==> src/rtl/lfsr_lane_picker_if.sv <==
// Request/result bundle between spawn controllers (master) and the shared
// random lane picker (slave).
interface lfsr_lane_picker_if #(
  parameter int WIDTH  = 8,
  parameter int NUM_CH = 2,
  parameter int OUT_W  = 3
);
  logic                    seed_load;
  logic [WIDTH-1:0]        seed_in;
  logic [NUM_CH-1:0]       req;
  logic [NUM_CH-1:0]       valid;
  logic [NUM_CH*OUT_W-1:0] value;

  modport master (output seed_load, seed_in, req, input valid, value);
  modport slave  (input seed_load, seed_in, req, output valid, value);
endinterface

==> src/rtl/lfsr_lane_picker.sv <==
// Shared Fibonacci LFSR serving NUM_CH requesters with range-limited values
// (rejection sampling, bounded retry). Optional feature macro: NO_REPEAT_EN.
module lfsr_lane_picker #(
  parameter int               WIDTH     = 8,
  parameter logic [WIDTH-1:0] TAPS      = 8'hB8,
  parameter logic [WIDTH-1:0] SEED      = 8'h5A,
  parameter int               OUT_W     = 3,
  parameter int               LIMIT     = 5,
  parameter int               NUM_CH    = 2,
  parameter int               RETRY_MAX = 4
) (
  input logic clk,
  input logic reset,
  lfsr_lane_picker_if.slave bus
);

  localparam int TW = (NUM_CH > 1) ? $clog2(NUM_CH) : 1;
  localparam int RW = $clog2(RETRY_MAX + 1);
  localparam logic [OUT_W:0]   LIM_EXT   = LIMIT[OUT_W:0];
  localparam logic [OUT_W-1:0] LIM_LO    = LIMIT[OUT_W-1:0];
  localparam logic [RW-1:0]    RETRY_LIM = RETRY_MAX[RW-1:0];

  function automatic logic feedbackBit(input logic [WIDTH-1:0] s);
    return ^(s & TAPS);
  endfunction

  logic [WIDTH-1:0]        lfsrState;
  logic [NUM_CH-1:0]       pend;
  logic [RW-1:0]           retryCnt;
  logic [NUM_CH-1:0]       validR;
  logic [NUM_CH*OUT_W-1:0] valueR;

  logic [TW-1:0]     tgtIdx;
  logic              anyPend;
  logic [OUT_W-1:0]  cand;
  logic              inRange;
  logic              accept;
  logic [OUT_W-1:0]  forcedVal;
  logic              doIssue;
  logic [OUT_W-1:0]  issueVal;
  logic [RW-1:0]     retryNext;
  logic [NUM_CH-1:0] issueMask;

`ifdef NO_REPEAT_EN
  logic [OUT_W-1:0] lastVal [NUM_CH];
  logic [OUT_W-1:0] lastTgt;
  logic [OUT_W:0]   lastInc;
  logic [OUT_W-1:0] lastNext;
  logic [OUT_W-1:0] forcedBase;
  logic             repeatHit;
`endif

  assign bus.valid = validR;
  assign bus.value = valueR;

  // Target selection and accept/retry/force decision for this edge.
  always_comb begin
    tgtIdx = {TW{1'b0}};
    for (int i = NUM_CH - 1; i >= 0; i--) begin
      tgtIdx = pend[i] ? TW'(i) : tgtIdx;
    end
    anyPend = |pend;
    cand    = lfsrState[OUT_W-1:0];
    inRange = {1'b0, cand} < LIM_EXT;
`ifdef NO_REPEAT_EN
    lastTgt    = lastVal[tgtIdx];
    lastInc    = {1'b0, lastTgt} + {{OUT_W{1'b0}}, 1'b1};
    lastNext   = (lastInc == LIM_EXT) ? {OUT_W{1'b0}} : lastInc[OUT_W-1:0];
    repeatHit  = (LIMIT != 1) && (cand == lastTgt);
    accept     = inRange && !repeatHit;
    // A candidate can now be rejected while in range; it is then its own base.
    forcedBase = inRange ? cand : (cand - LIM_LO);
    forcedVal  = ((LIMIT != 1) && (forcedBase == lastTgt)) ? lastNext : forcedBase;
`else
    accept     = inRange;
    forcedVal  = cand - LIM_LO;
`endif
    doIssue   = !bus.seed_load && anyPend && (accept || (retryCnt == RETRY_LIM));
    issueVal  = accept ? cand : forcedVal;
    retryNext = (bus.seed_load || !anyPend || doIssue) ? {RW{1'b0}}
                                                       : RW'(retryCnt + 1'b1);
    issueMask = doIssue ? (NUM_CH'(1'b1) << tgtIdx) : {NUM_CH{1'b0}};
  end

  // LFSR advance with seed load priority and all-zero lockup recovery.
  always_ff @(posedge clk) begin
    if (reset) begin
      lfsrState <= SEED;
    end else if (bus.seed_load) begin
      lfsrState <= (bus.seed_in == {WIDTH{1'b0}}) ? SEED : bus.seed_in;
    end else if (lfsrState == {WIDTH{1'b0}}) begin
      lfsrState <= SEED;
    end else begin
      lfsrState <= {lfsrState[WIDTH-2:0], feedbackBit(lfsrState)};
    end
  end

  // Pending flags (set wins over clear), retry counter and registered results.
  always_ff @(posedge clk) begin
    if (reset) begin
      pend     <= {NUM_CH{1'b0}};
      retryCnt <= {RW{1'b0}};
      validR   <= {NUM_CH{1'b0}};
      valueR   <= {(NUM_CH*OUT_W){1'b0}};
`ifdef NO_REPEAT_EN
      for (int i = 0; i < NUM_CH; i++) begin
        lastVal[i] <= {OUT_W{1'b0}};
      end
`endif
    end else begin
      pend     <= (pend & ~issueMask) | bus.req;
      retryCnt <= retryNext;
      validR   <= issueMask;
      if (doIssue) begin
        valueR[tgtIdx*OUT_W +: OUT_W] <= issueVal;
`ifdef NO_REPEAT_EN
        lastVal[tgtIdx] <= issueVal;
`endif
      end
    end
  end

endmodule
==> src/flat_wrapper.sv <==
// flat-port wrapper written by rule: the top's interface ports become plain ports
module lfsr_lane_picker_flat 
#(
  parameter int               WIDTH     = 8,
  parameter logic [WIDTH-1:0] TAPS      = 8'hB8,
  parameter logic [WIDTH-1:0] SEED      = 8'h5A,
  parameter int               OUT_W     = 3,
  parameter int               LIMIT     = 5,
  parameter int               NUM_CH    = 2,
  parameter int               RETRY_MAX = 4
)
  (clk, reset, bus_seed_load, bus_seed_in, bus_req, bus_valid, bus_value);
  lfsr_lane_picker_if #(.WIDTH(WIDTH), .NUM_CH(NUM_CH), .OUT_W(OUT_W)) bus_i ();
  input logic clk;
  input logic reset;
  input wire logic [$bits(bus_i.seed_load)-1:0] bus_seed_load;
  input wire logic [$bits(bus_i.seed_in)-1:0] bus_seed_in;
  input wire logic [$bits(bus_i.req)-1:0] bus_req;
  output wire logic [$bits(bus_i.valid)-1:0] bus_valid;
  output wire logic [$bits(bus_i.value)-1:0] bus_value;
  assign bus_i.seed_load = bus_seed_load;
  assign bus_i.seed_in = bus_seed_in;
  assign bus_i.req = bus_req;
  assign bus_valid = bus_i.valid;
  assign bus_value = bus_i.value;
  lfsr_lane_picker #(.WIDTH(WIDTH), .TAPS(TAPS), .SEED(SEED), .OUT_W(OUT_W), .LIMIT(LIMIT), .NUM_CH(NUM_CH), .RETRY_MAX(RETRY_MAX)) u_core (.clk(clk), .reset(reset), .bus(bus_i));
endmodule
==> config.mk <==
export PLATFORM = sky130hd
export DESIGN_NAME = lfsr_lane_picker_flat
export DESIGN_NICKNAME = d
export VERILOG_FILES = /design/src/rtl/lfsr_lane_picker_if.sv /design/src/rtl/lfsr_lane_picker.sv /design/src/flat_wrapper.sv
export SDC_FILE = /design/constraint.sdc
export NUM_CORES = 1
export LEC_CHECK = 0
export ABC_AREA = 1
export CAP_MARGIN = 5
export CORE_MARGIN = 3
export CORE_UTILIZATION = 33
export DETAILED_ROUTE_END_ITERATION = 10
export GPL_TIMING_DRIVEN = 0
export HOLD_SLACK_MARGIN = 0.1
export PLACE_DENSITY = 0.59
export SLEW_MARGIN = 20
export SYNTH_ARGS = -nofsm -noshare
export SYNTH_HDL_FRONTEND = slang
export SYNTH_SLANG_ARGS = --single-unit
==> constraint.sdc <==
create_clock -name clk -period 1.6 [get_ports clk]
set_input_delay 0.16 -clock clk [delete_from_list [all_inputs] [get_ports clk]]
set_output_delay 0.16 -clock clk [all_outputs]
set_load 0.02 [all_outputs]
==> summary.md, run 1 <==
| Metric | Value |
|---|---|
| Antenna violation net count after detailed routing | 0 |
| Post-CTS setup buffers | 0 |
| Clock sinks | 21 |
| Class of the worst hold path | in2reg |
| Count of cell types in the netlist | 24 |
| Detailed-route DRC error count | 0 |
| Maximum cell stage delay along the critical path | 0.60 ns |
| Final setup violation count | 0 |
| Area fraction of the dominant cell type after synthesis | between 30% and 40% |
| Clock slew at the register clock pins of the worst setup and hold paths | around 0.11 ns |
| Max-slew violation count | 0 |
| Sequential power share | 55.2% |
| Final global-route overflow total | 0 |
| Clock insertion delay at the later pin of the skew report | between 0.2 and 0.3 ns |
| Number of rows created at floorplan | 19 |
| All-layer global routing usage | a little under an eighth |
| Maximum Capacitance Violations | 0 |
| Layout Area Growth over Synthesis | 25.4% |
| Number of buffer and inverter instances along the worst setup path | 1 |
| Skew final | just under 0.005 ns |
| Clk root buf | clkbuf_4 |
| Wire length per cell after detailed routing | approximately 9.4 µm |
| Share of total power in combinational logic | a little over a fifth |
| Share of total power in the clock network | between 20% and 30% |
| Core outline area | 2900 µm² |
| Post-synthesis net count | about 160 |
| CTS tree | done |
| Crit-path slowest cell | clkdlybuf4s50_1 |
| Via-per-instance ratio | 4.23 |
| Most used standard cell by instance count after synthesis | nand2_1 |
| RSZ-0062 raised after global routing | no |
| Die Y | 62.6 µm |
| Synthesized instance count | 144 |
| Area of combinational cells with multiple inputs | 529 µm² |
| Post-synthesis cell type with the largest combined area | dfxtp_1 |
| N_diodes | 0 |
| Sequential cell area | approximately 420 µm² |
| Top cells by count, synth | nand2_1, nor2_1, dfxtp_1, inv_1, o21ai_0 |
| Layout net count | around 190 |
| Top post-synthesis cells by area | dfxtp_1, nand2_1, nor2_1, inv_1, ha_1 |
| Post-Syn Area per Cell | between 7 and 8 µm² |
| DR vias | between 800 and 900 |
| I/O pin count | 21 |
| Final wirelength | a little under 2 mm |
| Endpoint kind of the worst setup timing path | output pin |
| Floorplan die area | 3920 µm² |
| Post-detail-place hpwl | 1.60 mm |
| Post-synth top flop | dfxtp_1 |
| Setup Total Neg Slack | 0 ns |
| Worst-case vdd ir drop | between 0.0003 and 0.0004 V |
| Leakage power | about 0.58 nW |
| Wire length of the first global-routing pass | around 3.8 mm |
| Num CTS Buffers | 3 |
| Warning count from the yosys run | 0 |
| Post-route core utilization | around 46% |
| Kind of start point of the critical path | flop |
| Horizontal die dimension | 62.6 µm |
| Number of buffers inserted for hold repair after clock tree synthesis | 0 |
| Actual slew at the worst max-slew pin | between 0.2 and 0.3 ns |
| Switching power | 291 µW |
| Outcome | finished, final reports clean |
| Sw Share | 27.9% |
| CTS-repair resized insts | 0 |
| Power Total | ~1.0 mW |
| Via count of the first global-routing pass | ~900 |
| Count of fill cells added during filler insertion | 332 |
| Final worst path period need | roughly 1.4 ns |
| Critical path data required time | between 1 and 1.5 ns |
| # placed instances | just over 200 |
| Mapped cell area | between 1000 and 1500 µm² |
| Part of the Yosys area used for sequential elements | between 30% and 40% |
| Headroom to the max-slew limit | between 80% and 90% |
| IO buf count | 19 |
| Detailed-router iteration count before antenna repair | 4 |
| Cell family with most CP delay | buffers and inverters |
| Max Freq | between 700 and 800 MHz |
| Starting utilization of the core area | around 36% |
| Ratio of cells with drive above 1 in the final layout | 13.2% |
| Register bit total from synthesis | 21 |
| H-tree level count | 1 |
| Number of enable-type register cells in the synthesized netlist | 0 |
| DRC violation total after the first TritonRoute iteration | 20 |
| Period utilization | between 80% and 90% |
| Signal arrival time at the worst endpoint | 1.25 ns |
| Number of standard cells in the final layout excluding fillers | between 200 and 250 |
| Maximum net fanout on the critical path | 2 |
| Maximum buffer depth of the clock tree | 2 |
| Largest net degree at the start of global routing | 12 |
| Ratio of total power to cell area | ~790 nW/µm² |
| Internal power of the cells | ~750 µW |
| Crit-path cells | clkdlybuf4s50_1 |
| Fraction of synthesis flops using an asynchronous set or reset pin | 0% |
| Critical path class | reg2out |
| Final hold vios | 0 |
| Routability congestion estimate | around 0.76 |
| Antenna violations before repair | 0 |
-- stage by stage --
stage / worst slack (ns) / cell area [µm²] / hold slack (ns)
2_1_floorplan: 0.464 / 1060 / 0.295
3_3_place_gp: 0.250 / 1300 / 0.433
3_5_place_dp: 0.246 / 1300 / 0.438
4_1_cts: 0.159 / 1330 / 0.152
5_1_grt: 0.116 / 1330 / 0.149
6_report: 0.189 / 1330 / 0.158
-- cell type report --
cell class              instances  share of cell area [%]
well taps                      42                    3.96
plain buffers                   3                    1.60
flip-flops and latches         21                    31.7
multi-input cells              97                    39.9
inverters                      23                    6.51
clock buffers                   4                    1.98
repair buffers                 19                    14.3
-- cells in the final DEF (no fill, tap or decap) --
| master | n |
|---|---|
| nand2_1 | 33 |
| nor2_1 | 24 |
| inv_1 | 21 |
| dfxtp_1 | 21 |
| clkdlybuf4s50_1 | 19 |
| o21ai_0 | 8 |
| a21oi_2 | 5 |
| nand3_1 | 4 |
| ha_1 | 4 |
| nor2_4 | 3 |
| clkbuf_4 | 3 |
| nand2_2 | 2 |
| buf_2 | 2 |
| o21ai_1 | 2 |
| nand3_4 | 2 |
| nor2_2 | 2 |
| a21oi_1 | 2 |
| inv_2 | 1 |
| buf_6 | 1 |
| nand3b_1 | 1 |
| nand3_2 | 1 |
| a22o_1 | 1 |
| clkinv_1 | 1 |
| nor2b_1 | 1 |
| nand4_1 | 1 |
| xnor2_1 | 1 |
| clkbuf_1 | 1 |
-- logic make-up after synthesis --
logic type / synth area share [%]
and+or+nand+nor: 33.8
DFF: 39.8
xor gates and xnor gates: 0.829
adders and majority gates: 4.73
buffers and inverters: 10.2
AOI/OAI and AO/OA: 10.7
-- power groups by stage --
stage	Clock [mW]	Sequential, mW	Combinational [mW]
6_report	0.247	0.577	0.222
5_1_grt	0.285	0.583	0.252
4_1_cts	0.264	0.578	0.225
3_5_place_dp	0	0.590	0.223
3_3_place_gp	0	0.588	0.220
2_1_floorplan	0	0.599	0.132
-- state kept, by name, indices dropped and copies added, names as in the netlist --
name and count:
u_core.lfsrState 8, u_core.bus.value 6, u_core.pend 2, u_core.bus.valid 2, u_core.retryCnt 3
-- worst paths after layout --
path	to	slack, ns	cells after the start	from
min	u_core.pend[0]	0.16	2	reset
min reg2reg	u_core.retryCnt[0]	0.45	1	u_core.retryCnt[0]
max reg2reg	u_core.bus.value[5]	0.34	6	u_core.lfsrState[0]
max	bus_value[3]	0.19	1	u_core.bus.value[3]
-- layer usage --
layer	track usage, %	routed length [µm]	vias to the layer above	part of all wire (%)
met5	0	0	-	0
met4	3.31	14	0	0.71
met3	2.16	50	2	2.5
met2	20.4	964	8	49
met1	14.1	943	385	48
li1	-	-	489	-
(Power assumes the default switching activity.)
==> run 2, diff against run 1 <==
--- a/config.mk
+++ b/config.mk
@@ -7,10 +7,10 @@
 export LEC_CHECK = 0
 export ABC_AREA = 1
 export CAP_MARGIN = 5
+export CORE_ASPECT_RATIO = 1.4
 export CORE_MARGIN = 3
 export CORE_UTILIZATION = 33
 export DETAILED_ROUTE_END_ITERATION = 10
-export GPL_TIMING_DRIVEN = 0
 export HOLD_SLACK_MARGIN = 0.1
 export PLACE_DENSITY = 0.59
 export SLEW_MARGIN = 20
==> constraint.sdc (replaced) <==
create_clock -name clk -period 1.6 [get_ports clk]
set_input_delay 0.16 -clock clk [delete_from_list [all_inputs] [get_ports clk]]
set_output_delay 0.16 -clock clk [all_outputs]
set_load 0.1 [all_outputs]
==> summary.md, run 2 (synthesis results as in run 1) <==
| Metric | Value |
|---|---|
| Outcome | finished, final reports clean |
| Critical path data required time | ~1.8 ns |
| Sequential cell area | 420 µm² |
| Setup Total Neg Slack | 0 ns |
| Largest net degree at the start of global routing | 13 |
| Maximum buffer depth of the clock tree | 2 |
| Crit-path slowest cell | dfxtp_1 |
| Final hold vios | 0 |
| Clock insertion delay at the later pin of the skew report | 0.26 ns |
| Detailed-router iteration count before antenna repair | 4 |
| Antenna violations before repair | 0 |
| Maximum net fanout on the critical path | 7 |
| Wire length per cell after detailed routing | 9.86 µm |
| Maximum Capacitance Violations | 0 |
| Ratio of cells with drive above 1 in the final layout | between 10% and 20% |
| Via-per-instance ratio | between 4 and 5 |
| Final global-route overflow total | 0 |
| Max Freq | about 800 MHz |
| Antenna violation net count after detailed routing | 0 |
| Commonest non-fill, non-tap cells in the layout | nand2_1, nor2_1, inv_1, dfxtp_1, clkdlybuf4s50_1 |
| Skew final | roughly 0.0058 ns |
| DRC violation total after the first TritonRoute iteration | 30 |
| Final worst path period need | around 1.3 ns |
| Worst-case vdd ir drop | between 0.0005 and 0.0006 V |
| Placed Area | around 1400 µm² |
| Via count of the first global-routing pass | 977 |
| N_diodes | 0 |
| Starting utilization of the core area | between 30% and 40% |
| Critical path class | reg2reg |
| IO buf count | 20 |
| Crit-path cells | inv_1 > ha_1 > nand2_1 > nand3_4 > nand3_2 > nand2_1 > nand2_1 > nor2_2 |
| Worst Setup Slack, final | around 0.35 ns |
| I/O pin count | 21 |
| Number of rows created at floorplan | 23 |
| Flip-flop count of the largest register, all copies and words added | 8 |
| DR vias | about 920 |
| Kind of start point of the critical path | flop |
| Leakage power | between 0.6 and 0.7 nW |
| Count of fill cells added during filler insertion | approximately 290 |
| Post-route core utilization | around 48% |
| Cell with the most instances on the worst path | nand2_1 |
| Floorplan die area | 3930 µm² |
| Actual slew at the worst max-slew pin | between 0.3 and 0.4 ns |
| Wire length of the first global-routing pass | roughly 3.8 mm |
| Routability congestion estimate | 0.893 |
| Period utilization | approximately four fifths |
| Signal arrival time at the worst endpoint | ~1.4 ns |
| Horizontal die dimension | about 54 µm |
| H-tree level count | 1 |
| Clock slew at the register clock pins of the worst setup and hold paths | around 0.08 ns |
| Power Total | 1.24 mW |
| Die Y | approximately 73 µm |
| Detailed-route DRC error count | 0 |
| Final wirelength | 2.01 mm |
| All-layer global routing usage | 12.9% |
| Final setup violation count | 0 |
| Register containing the most flip-flops in the final layout | u_core.lfsrState |
| Clock sinks | 21 |
| Class of the worst hold path | reg2reg |
| Post-CTS setup buffers | 0 |
| RSZ-0062 raised after global routing | no |
| Max-slew violation count | 0 |
| Ratio of total power to cell area | just under 900 nW/µm² |
| Most common cell after layout, fill and taps aside | nand2_1 |
| Post-route cell area | between 1000 and 1500 µm² |
| Maximum cell stage delay along the critical path | 0.36 ns |
| Num CTS Buffers | 3 |
| CTS-repair resized insts | 0 |
| Area of combinational cells with multiple inputs | approximately 530 µm² |
| Setup slack after placement | about 0.28 ns |
| Core outline area | ~3000 µm² |
| Endpoint kind of the worst setup timing path | flop |
| Clk root buf | clkbuf_8 |
| CTS tree | done |
| Post-detail-place hpwl | around 1.7 mm |
| Headroom to the max-slew limit | approximately 77% |
| Number of buffers inserted for hold repair after clock tree synthesis | 0 |
| Layout Area Growth over Synthesis | 34.7% |
| Layout net count | approximately 190 |
==> run 2: final timing paths <==
kind | slack [ns] | start | cells past startpoint | endpoint
hold reg to reg | 0.46 | u_core.retryCnt[0] | 1 | u_core.retryCnt[0]
setup / recovery | 0.35 | u_core.retryCnt[0] | 8 | u_core.bus.value[4]
setup reg to reg | 0.35 | u_core.retryCnt[0] | 8 | u_core.bus.value[4]
hold / removal | 0.46 | u_core.retryCnt[0] | 1 | u_core.retryCnt[0]
==> run 2: worst max-delay path: cells and delay by family, from the launching register on <==
| kind | cells | cell delay [ns] |
|---|---|---|
| simple gates | 6 | 0.55 |
| flops | 1 | 0.36 |
| fa+ha+maj | 1 | 0.18 |
| buf+inv | 1 | 0.05 |
==> run 2: power breakdown <==
group	switching, mW	leakage (nW)	internal [mW]
combinational	0.189	0.425	0.128
sequential	0.0284	0.173	0.555
clock	0.165	0.0255	0.173
==> run 2: cell type report <==
cell class / count / area share, %
clock buffer: 3 / 2.90
inverter: 23 / 6.06
sequential: 21 / 29.5
tap: 37 / 3.25
clock inverter: 1 / 0.351
timing repair buffer: 22 / 20.7
multi-input combinational: 97 / 37.2
==> run 2: metrics by stage <==
| stage | hold slack [ns] | cells |
|---|---|---|
| floorplan | 0.295 | 144 |
| detailed placement | 0.440 | 200 |
| CTS | 0.453 | 204 |
| global route | 0.466 | 204 |
| global placement | 0.429 | 200 |
| finish | 0.455 | 204 |
==> run 2: per-layer routing <==
metal,up-vias,global-route usage [%],routed length [µm]
met3,4,1.84,51
met1,411,13.9,804
met2,15,23.9,1120
li1,489,-,-
met5,-,0,0
met4,0,5.11,31
==> run 3, diff against run 2 <==
==> constraint.sdc (replaced) <==
create_clock -name clk -period 1.25 [get_ports clk]
set_input_delay 0.125 -clock clk [delete_from_list [all_inputs] [get_ports clk]]
set_output_delay 0.125 -clock clk [all_outputs]
set_load 0.1 [all_outputs]
==> summary.md, run 3 (synthesis results as in run 1) <==
| Metric | Value |
|---|---|
| Outcome | finished, final reports clean |
| FF-to-FF Start | u_core.retryCnt[0] |
| Count of fill cells added during filler insertion | between 200 and 300 |
| Maximum Capacitance Violations | 0 |
| Number of standard cells in the final layout excluding fillers | about 220 |
| Maximum net fanout on the critical path | 8 |
| Critical path data required time | approximately 1.4 ns |
| Signal arrival time at the worst endpoint | between 1 and 1.5 ns |
| Largest net degree at the start of global routing | 13 |
| DRC violation total after the first TritonRoute iteration | 23 |
| Num CTS Buffers | 3 |
| Detailed-router iteration count before antenna repair | 4 |
| DR vias | about 960 |
| H-tree level count | 1 |
| Worst-case vdd ir drop | between 0.0006 and 0.0007 V |
| Sw Share | 31.3% |
| Number of rows created at floorplan | 23 |
| Kind of start point of the critical path | flop |
| Clk root buf | clkbuf_8 |
| Routability congestion estimate | slightly below 0.9 |
| Critical path class | reg2reg |
| Critical register-to-register path endpoint | u_core.bus.value[2] |
| Antenna violations before repair | 0 |
| Layout net count | 196 |
| Starting utilization of the core area | 35.7% |
| I/O pin count | 21 |
| Clock slew at the register clock pins of the worst setup and hold paths | ~0.08 ns |
| Commonest non-fill, non-tap cells in the layout | nand2_1, nor2_1, inv_1 |
| Final wirelength | 2.26 mm |
| N_diodes | 0 |
| Maximum buffer depth of the clock tree | 2 |
| Ratio of total power to cell area | approximately 1100 nW/µm² |
| Wire length of the first global-routing pass | about 3.8 mm |
| Wire length per cell after detailed routing | between 10 and 15 µm |
| IO buf count | 20 |
| Max-slew violation count | 0 |
| Hold path depth | 3 |
| Switching power | roughly 500 µW |
| Period utilization | between 90% and 100% |
| Internal power of the cells | 1.13 mW |
| All-layer global routing usage | roughly an eighth |
| Worst Hold End | u_core.pend[1] |
| Final worst path period need | approximately 1.2 ns |
| Number of buffers inserted for hold repair after clock tree synthesis | 0 |
| Final hold vios | 0 |
| Sequential power share | a little under half |
| Via-per-instance ratio | around 4.5 |
| Worst setup slack for register-to-register paths | about 0.070 ns |
| Post-detail-place hpwl | about 1.8 mm |
| Beginning of the worst hold path | bus_req[1] |
| Cell depth of the worst flop-to-flop path | 8 |
| Power Total | roughly 1.6 mW |
| Floorplan die area | ~4000 µm² |
| # placed instances | roughly 210 |
| Skew final | 0.00214 ns |
| Horizontal die dimension | 53.8 µm |
| Final setup violation count | 0 |
| Clock sinks | 21 |
| Flip-flop count of the largest register, all copies and words added | 8 |
| Actual slew at the worst max-slew pin | between 0.3 and 0.4 ns |
| Max Freq | 847 MHz |
| Endpoint kind of the worst setup timing path | flop |
| Leakage power | roughly 0.7 nW |
| Die Y | 73.0 µm |
| Class of the worst hold path | in2reg |
| Most common cell after layout, fill and taps aside | nand2_1 |
| CTS tree | done |
| Headroom to the max-slew limit | around 80% |
| Via count of the first global-routing pass | between 900 and 1,000 |
| Detailed-route DRC error count | 0 |
| Antenna violation net count after detailed routing | 0 |
| Final global-route overflow total | 0 |
| Core outline area | around 3000 µm² |
| Clock insertion delay at the later pin of the skew report | about 0.25 ns |
| Register containing the most flip-flops in the final layout | u_core.lfsrState |
| Ratio of cells with drive above 1 in the final layout | between 30% and 40% |
| Layout Area Growth over Synthesis | 45.6% |
| Share of total power in combinational logic | between 20 and 30% |
| Share of total power in the clock network | 26.7% |
-- run 3: cell types whose count changed in the layout (fill, tap and decap cells not counted), moves of 3 or more --
cell	change
buf_4	+11
dfxtp_1	-10
dfxtp_2	+10
nand2_1	-3
nand2_2	+3
-- run 3: timing repair --
action | CTS | global route
resized for setup | 0 | 10
hold endpoints to repair | 0 | 0
buffers inserted | 0 | 3
endpoints found under the setup margin | 0 | 11
-- run 3: power groups by stage --
stage	registers [mW]	logic [mW]	clock network [mW]
floorplan	0.860	0.170	0
global placement	0.763	0.433	0
detailed placement	0.764	0.440	0
CTS	0.749	0.441	0.453
global route	0.756	0.491	0.482
finish	0.751	0.452	0.439
-- run 3: per-layer routing --
| metal | up-vias | track usage (%) | part of all wire [%] |
|---|---|---|---|
| met3 | 6 | 1.84 | 4.1 |
| met5 | - | 0 | 0 |
| met4 | 0 | 8.81 | 3.3 |
| met2 | 25 | 24.0 | 56 |
| li1 | 508 | - | - |
| met1 | 424 | 12.8 | 37 |
-- run 3: metrics by stage --
| step | setup WS (ns) | instance area, µm² | hold slack (ns) | setup TNS (ns) | utilization [%] |
|---|---|---|---|---|---|
| 2_1_floorplan | 0.111 | 1060 | 0.260 | 0 | - |
| 3_3_place_gp | -0.00901 | 1450 | 0.426 | -0.0175 | 48.8 |
| 3_5_place_dp | -0.0284 | 1450 | 0.442 | -0.0649 | 48.8 |
| 4_1_cts | 0.00508 | 1490 | 0.417 | 0 | 50.3 |
| 5_1_grt | -0.00357 | 1540 | 0.422 | -0.00357 | 51.9 |
| 6_report | 0.0698 | 1540 | 0.418 | 0 | 51.9 |
-- run 3: final cells by class --
cell class | instances | area, µm² | area share [%]
multi-input cells | 97 | 549 | 35.7
flip-flops and latches | 21 | 433 | 28.1
repair buffers | 33 | 378 | 24.6
inverters | 23 | 86.3 | 5.61
well taps | 37 | 46.3 | 3.01
clock buffers | 3 | 41.3 | 2.68
clock inverters | 1 | 5.00 | 0.325
-- run 3: critical path, cell delays in order, from the launching register on --
cell and delay [ns]:
dfxtp_2 0.33, inv_1 0.04, ha_1 0.19, nand2_2 0.08, nand3_4 0.11, nand3_4 0.16
nand2_2 0.06, nand2_2 0.07, nor2_2 0.04
-- run 3: worst max path at each step --
stage                       startpoint             endpoint  slack (ns)  cells after the start
detailed placement       bus_seed_load  u_core.bus.value[4]       -0.03                      5
CTS                 u_core.retryCnt[0]  u_core.bus.value[4]       0.005                      8
global route        u_core.retryCnt[0]  u_core.bus.value[2]      -0.004                      8
floorplan           u_core.retryCnt[0]  u_core.bus.value[4]        0.11                      8
finish              u_core.retryCnt[0]  u_core.bus.value[2]        0.07                      8
global placement         bus_seed_load  u_core.bus.value[4]      -0.009                      5
